==> src/rtl/ysyx_22050710_ifid_queue.sv <==
// ysyx_22050710_ifid_queue: fetch-to-decode decoupling FIFO with valid/ready handshake and redirect flush
module ysyx_22050710_ifid_queue #(
    parameter int INST_WIDTH = 32,
    parameter int DATA_WIDTH = 64,
    parameter int DEPTH      = 2,
    parameter int CNT_W      = $clog2(DEPTH) + 1
) (
    input  logic                  i_clk,
    input  logic                  i_rst,
    input  logic                  i_if_valid,
    input  logic [DATA_WIDTH-1:0] i_if_pc,
    input  logic [INST_WIDTH-1:0] i_if_inst,
    output logic                  o_if_ready,
    output logic                  o_id_valid,
    output logic [DATA_WIDTH-1:0] o_id_pc,
    output logic [INST_WIDTH-1:0] o_id_inst,
    input  logic                  i_id_ready,
    input  logic                  i_flush,
    output logic [CNT_W-1:0]      o_count
);
    localparam int PW = $clog2(DEPTH);
    logic [PW-1:0]         r_rd_ptr;
    logic [PW-1:0]         r_wr_ptr;
    logic [CNT_W-1:0]      r_count;
    logic [DATA_WIDTH-1:0] r_pc_mem   [DEPTH];
    logic [INST_WIDTH-1:0] r_inst_mem [DEPTH];
    logic                  w_enq;
    logic                  w_deq;
    // handshake flags come from registered occupancy only, so decode never reaches fetch combinationally
    always_comb begin
        o_if_ready = r_count != CNT_W'(DEPTH);
        o_id_valid = r_count != '0;
        w_enq      = i_if_valid & o_if_ready & ~i_flush;
        w_deq      = o_id_valid & i_id_ready & ~i_flush;
        o_id_pc    = o_id_valid ? r_pc_mem[r_rd_ptr] : '0;
        o_id_inst  = o_id_valid ? r_inst_mem[r_rd_ptr] : '0;
        o_count    = r_count;
    end
    // pointers and occupancy; reset outranks flush, flush outranks both handshakes
    always_ff @(posedge i_clk) begin
        if (i_rst || i_flush) begin
            r_rd_ptr <= '0;
            r_wr_ptr <= '0;
            r_count  <= '0;
        end else begin
            r_wr_ptr <= w_enq ? r_wr_ptr + 1'b1 : r_wr_ptr;
            r_rd_ptr <= w_deq ? r_rd_ptr + 1'b1 : r_rd_ptr;
            r_count  <= r_count + CNT_W'(w_enq) - CNT_W'(w_deq);
        end
    end
    // storage is left unreset; entries are only visible once counted
    always_ff @(posedge i_clk) begin
        if (!i_rst && w_enq) begin
            r_pc_mem[r_wr_ptr]   <= i_if_pc;
            r_inst_mem[r_wr_ptr] <= i_if_inst;
        end
    end
endmodule

==> config.mk <==
export PLATFORM = sky130hd
export DESIGN_NAME = ysyx_22050710_ifid_queue
export DESIGN_NICKNAME = d
export VERILOG_FILES = /design/src/rtl/ysyx_22050710_ifid_queue.sv
export SDC_FILE = /design/constraint.sdc
export NUM_CORES = 1
export LEC_CHECK = 0
export BUFFER_PORTS_ARGS = -buffer_cell sky130_fd_sc_hd__buf_2
export CORE_MARGIN = 2
export CORE_UTILIZATION = 35
export CTS_CLUSTER_DIAMETER = 120
export DETAILED_ROUTE_END_ITERATION = 6
export PLACE_DENSITY_LB_ADDON = 0.15
export SYNTH_ARGS = -nofsm -noshare
export SYNTH_HDL_FRONTEND = slang
export SYNTH_SLANG_ARGS = --single-unit
==> constraint.sdc <==
create_clock -name i_clk -period 6.4 [get_ports i_clk]
set_input_delay 1.6 -clock i_clk [delete_from_list [all_inputs] [get_ports i_clk]]
set_output_delay 1.6 -clock i_clk [all_outputs]
set_load 0.05 [all_outputs]
---- Word level (Yosys, flattened, before mapping) ----
Memories as Yosys holds them, arrays and structs flattened. A register that Yosys moved wholly into a read port is not among the register bits.
Cells that the tools add are included.
cells by class
  multiplexer cells ....................... 8
  reduce and logical (&&, ||, !) cells .... 4
  equal/unequal tests ..................... 1
  add/subtract/negate cells ............... 4
  bitwise operators ....................... 5
operator list
  kind                   number
  $mux W64               1
  $mux W32               1
  $mux W1                6
  $and A1 B1 Y1          4
  $add A1 B1 Y1 const B  2
  $add A2 B1 Y2          1
  $ne A2 B2 Y1 const B   1
  $reduce_bool A2 Y1     1
  $sub A2 B1 Y2          1
  $logic_and A1 B1 Y1    1
  $logic_not A1 Y1       1
  $logic_or A1 B1 Y1     1
  $not A1 Y1             1
word-level totals
  memories kept ........................... 2
  register bits after elaboration ......... 4
  logic and storage cells ................. 27
  output and inout port bits .............. 100
  input port bits ......................... 101
  bits in writable memories ............... 192
memories
  memory      words  width  read ports  clocked after memory_dff  write ports  line  source
  r_pc_mem    2      64     1           1                         1            25    logic [DATA_WIDTH-1:0] r_pc_mem [DEPTH];
  r_inst_mem  2      32     1           1                         1            26    logic [INST_WIDTH-1:0] r_inst_mem [DEPTH];

---- Longest topological paths before layout ----
  word-level depth ........................ 6
  depth in mapped cells ................... 9
  mapped depth without buffers ............ 9

---- Least setup slack after synthesis ----
No wires, ideal clock.
  kind .................................... input to register
  start ................................... input i_flush
  end ..................................... memory r_inst_mem[0][0] (enable)
  slack ................................... -0.120 ns
  stages .................................. 2
  arrival ................................. 5.969 ns
  path buffers ............................ 0
  data required time ...................... 5.849 ns
  setup time .............................. 0.551 ns
  cells stage by stage .................... or3_1 -> nor2_1
on the way
  cells in the longest elaborated chain, start to end .. 5
ends and longest elaborated chain
  what                           line  source
  start: declaration             18    input logic i_flush,
  $not A1 Y1                     33    w_enq = i_if_valid & o_if_ready & ~i_flush;
  $and A1 B1 Y1                  33
  $logic_and A1 B1 Y1            53    if (!i_rst && w_enq) begin
  $mux W1                        53
  $mux W1 (implied by the code)  55    r_inst_mem[r_wr_ptr] <= i_if_inst;
  end: declaration               26
Every way passes these cells.

==> summary.md <==
| Metric | Value |
|---|---|
| Max Slew Vio Count | `0` |
| Largest net degree at the start of global routing | `62` |
| Via count | `4195` |
| DR WL/cell | `16.5 um` |
| # rows | `between 50 and 60` |
| Period utilisation layout | `0.658` |
| WS Path Type | `register to output pin` |
| Layout cell share with drive strength beyond 1 | `0.371` |
| Syn_area_per_cell | `17.4 sq um` |
| Rel. slew slack | `0.243` |
| Vias in the first global route | `4319` |
| Antenna-violating nets left | `0` |
| Die ar. | `22700 sq um` |
| Peak VDD IR | `0.000166 V` |
| Gate Count Post-Synth | `roughly 430` |
| Vias/cell | `4.53` |
| Starting Density | `0.357` |
| Pre-antenna DRT Iters | `4` |
| H-tree depth | `4` |
| Post-synthesis net count | `approximately 540` |
| CTS Buf Count | `17` |
| Clock Path Buffers | `2` |
| Setup TNS | `0 ns` |
| Die height | `151 um` |
| Static Leak | `~3.4 nW` |
| PostCTS Resize Cnt | `0` |
| Min cycle time layout | `around 4.2 ns` |
| Post-Route WL | `15.3 mm` |
| Power Dens Cells | `285 nW/um^2` |
| Post-Syn Area | `about 7500 sq um` |
| RSZ-0062 raised after global routing | `no` |
| Grt ovf | `0` |
| Internal cell power | `2.04 mW` |
| Io pins | `201` |
| Count of port buffers added during placement | `200` |
| CTS tree | `yes` |
| Combinational share of power | `0.071` |
| Hold Slack | `~0.48 ns` |
| DR DRC count | `0` |
| Fmax | `about 0.24 GHz` |
| Clock Power Share | `0.383` |
| DIE WIDTH | `151 um` |
| Worst slew pin tran | `approximately 1.1 ns` |
| Final setup viols | `0` |
| Initial DRC Count | `218` |
| Hpwl dp | `slightly below 10 mm` |
| Register area share after synthesis | `0.778` |
| Reg clk slew, reported paths | `0.07 ns` |
| Gr usage total | `0.135` |
| Worst skew pair latency | `approximately 0.42 ns` |
| Sw frac | `0.232` |
| Data arrival, critical path | `2.61 ns` |
| Clock Skews | `0.0113 ns` |
| Hold Fails Final Rpt | `0` |
| Total setup buffers inserted after CTS | `0` |
| Synth Register Bits | `approximately 200` |
| Layout area overhead | `23.8%` |
| CP endpoint kind | `output pin` |
| Initial antenna violation count | `6` |
| # hold bufs at CTS | `0` |
| Total chip power | `2.65 mW` |
| CP Launch Type | `register` |
| First-pass GRT wire length | `22.8 mm` |
| Yosys warns | `0` |
| Worst-path maximum fanout | `57` |
| Crit path required time | `4.80 ns` |
| Total of max-cap violations | `0` |
| NumNets Final | `740` |
| Reg power frac | `0.546` |
| Hold crit path type | `register to register` |
| Switch Pwr | `617 uW` |
| Core Box Area | `21100 sq um` |
| Synth unique cells | `23` |
| Routability congestion estimate | `0.687` |
| Clock sink count | `197` |
| Status | `finished, final reports clean` |
| CTS root buf | `clkbuf_16` |
layout make-up:
| cell class | instances | area (sq um) |
|---|---|---|
| Inverter | 2 | 7.51 |
| Timing Repair Buffer | 206 | 1070 |
| Clock buffer | 18 | 429 |
| Antenna cell | 1 | 2.50 |
| Multi-Input combinational cell | 213 | 1480 |
| Tap cell | 275 | 344 |
| Clock inverter | 14 | 125 |
| Sequential cell | 197 | 5870 |
| Fill cell | 1952 | 11800 |
state kept, by name, summed over array words and instances, names as in the netlist, named ones only:
register	count
o_count	2
r_pc_mem	128
r_inst_mem	64
r_wr_ptr	1
r_rd_ptr	1
stage by stage:
| stage | setup WS (ns) | util | instance area [sq um] | cells |
|---|---|---|---|---|
| after CTS | 2.10 | 0.442 | 9320 | 925 |
| after detailed placement | 2.54 | 0.416 | 8770 | 893 |
| after global placement | 2.61 | 0.416 | 8770 | 893 |
| after floorplan | 1.49 | - | 7540 | 433 |
| final | 2.19 | 0.442 | 9330 | 926 |
| after global routing | 2.01 | 0.442 | 9320 | 925 |
metal layers:
metal  share of wire  vias up  track usage
li1                -     2007            -
met1            0.43     2004        0.164
met2            0.45      149        0.212
met3           0.098       25       0.0639
met4           0.012       10       0.0463
met5          0.0045        -            0
synthesized netlist by cell type:
cell type	n	area, sq um
buf_8	1	15.0
nand2b_1	1	6.26
dfxtp_1	5	100
and2_1	2	12.5
clkbuf_4	1	7.51
nor2_2	1	6.26
buf_12	4	80.1
clkbuf_1	1	3.75
edfxtp_1	192	5770
ha_1	2	25.0
or2_2	1	6.26
nor2_1	99	372
or3_1	1	6.26
buf_4	9	67.6
xnor2_1	2	17.5
nor3_1	2	10.0
xor2_1	1	8.76
and4_1	1	8.76
o21ai_0	1	5.00
inv_1	2	7.51
nand2_1	2	7.51
buf_2	5	25.0
mux2i_1	97	971
cell usage in the layout (no fill, tap or decap):
cell / count
dfxtp_1: 4
inv_8: 1
clkbuf_1: 1
dfxtp_4: 1
clkinv_2: 3
buf_12: 2
mux2i_1: 97
inv_6: 4
bufinv_16: 1
ha_1: 2
and2_1: 2
clkbuf_16: 17
o21ai_0: 1
edfxtp_1: 192
or2_2: 1
nand2_1: 2
or3_1: 1
nor2_1: 98
nand2b_1: 1
nor3_1: 2
xnor2_1: 2
xor2_1: 1
and4_4: 1
inv_1: 2
buf_4: 4
clkinv_1: 1
clkinvlp_4: 4
diode_2: 1
buf_2: 200
nor2_4: 2
kinds of logic (layout without fill, tap and decap cells):
logic type	after synthesis	count (layout)	synth area share
XOR/XNOR	3	3	0.00349
multiplexers	97	97	0.129
adder cells (fa/ha/maj)	2	2	0.00332
buffers and inverters	23	240	0.0274
other	0	1	0
AO/OA/AOI/OAI	1	1	0.000664
flip-flops	197	197	0.778
AND/OR/NAND/NOR	110	110	0.0578
worst paths after layout:
| kind | startpoint | endpoint | slack (ns) | cells past startpoint |
|---|---|---|---|---|
| worst max-delay path | register | o_id_inst[12] | 2.19 | 4 |
| worst min-delay path | r_wr_ptr | r_wr_ptr | 0.48 | 2 |
| worst max register to register | o_count[0] | r_inst_mem[1][31] | 3.93 | 3 |
| worst min register to register | r_wr_ptr | r_wr_ptr | 0.48 | 2 |
worst max-delay path: stages, from the launching register on:
cell,delay (ns)
dfxtp_4,1.04
buf_4,0.51
mux2i_1,0.13
nor2_1,0.17
buf_2,0.30
power groups by stage:
stage | Combinational, mW | Clock, mW | Sequential (mW)
CTS | 0.192 | 1.05 | 1.45
floorplan | 0.119 | 0 | 1.48
finish | 0.188 | 1.02 | 1.45
detailed placement | 0.191 | 0 | 1.48
global route | 0.203 | 1.10 | 1.45
global placement | 0.188 | 0 | 1.48
Note: power is estimated with default switching activity, not from simulation.
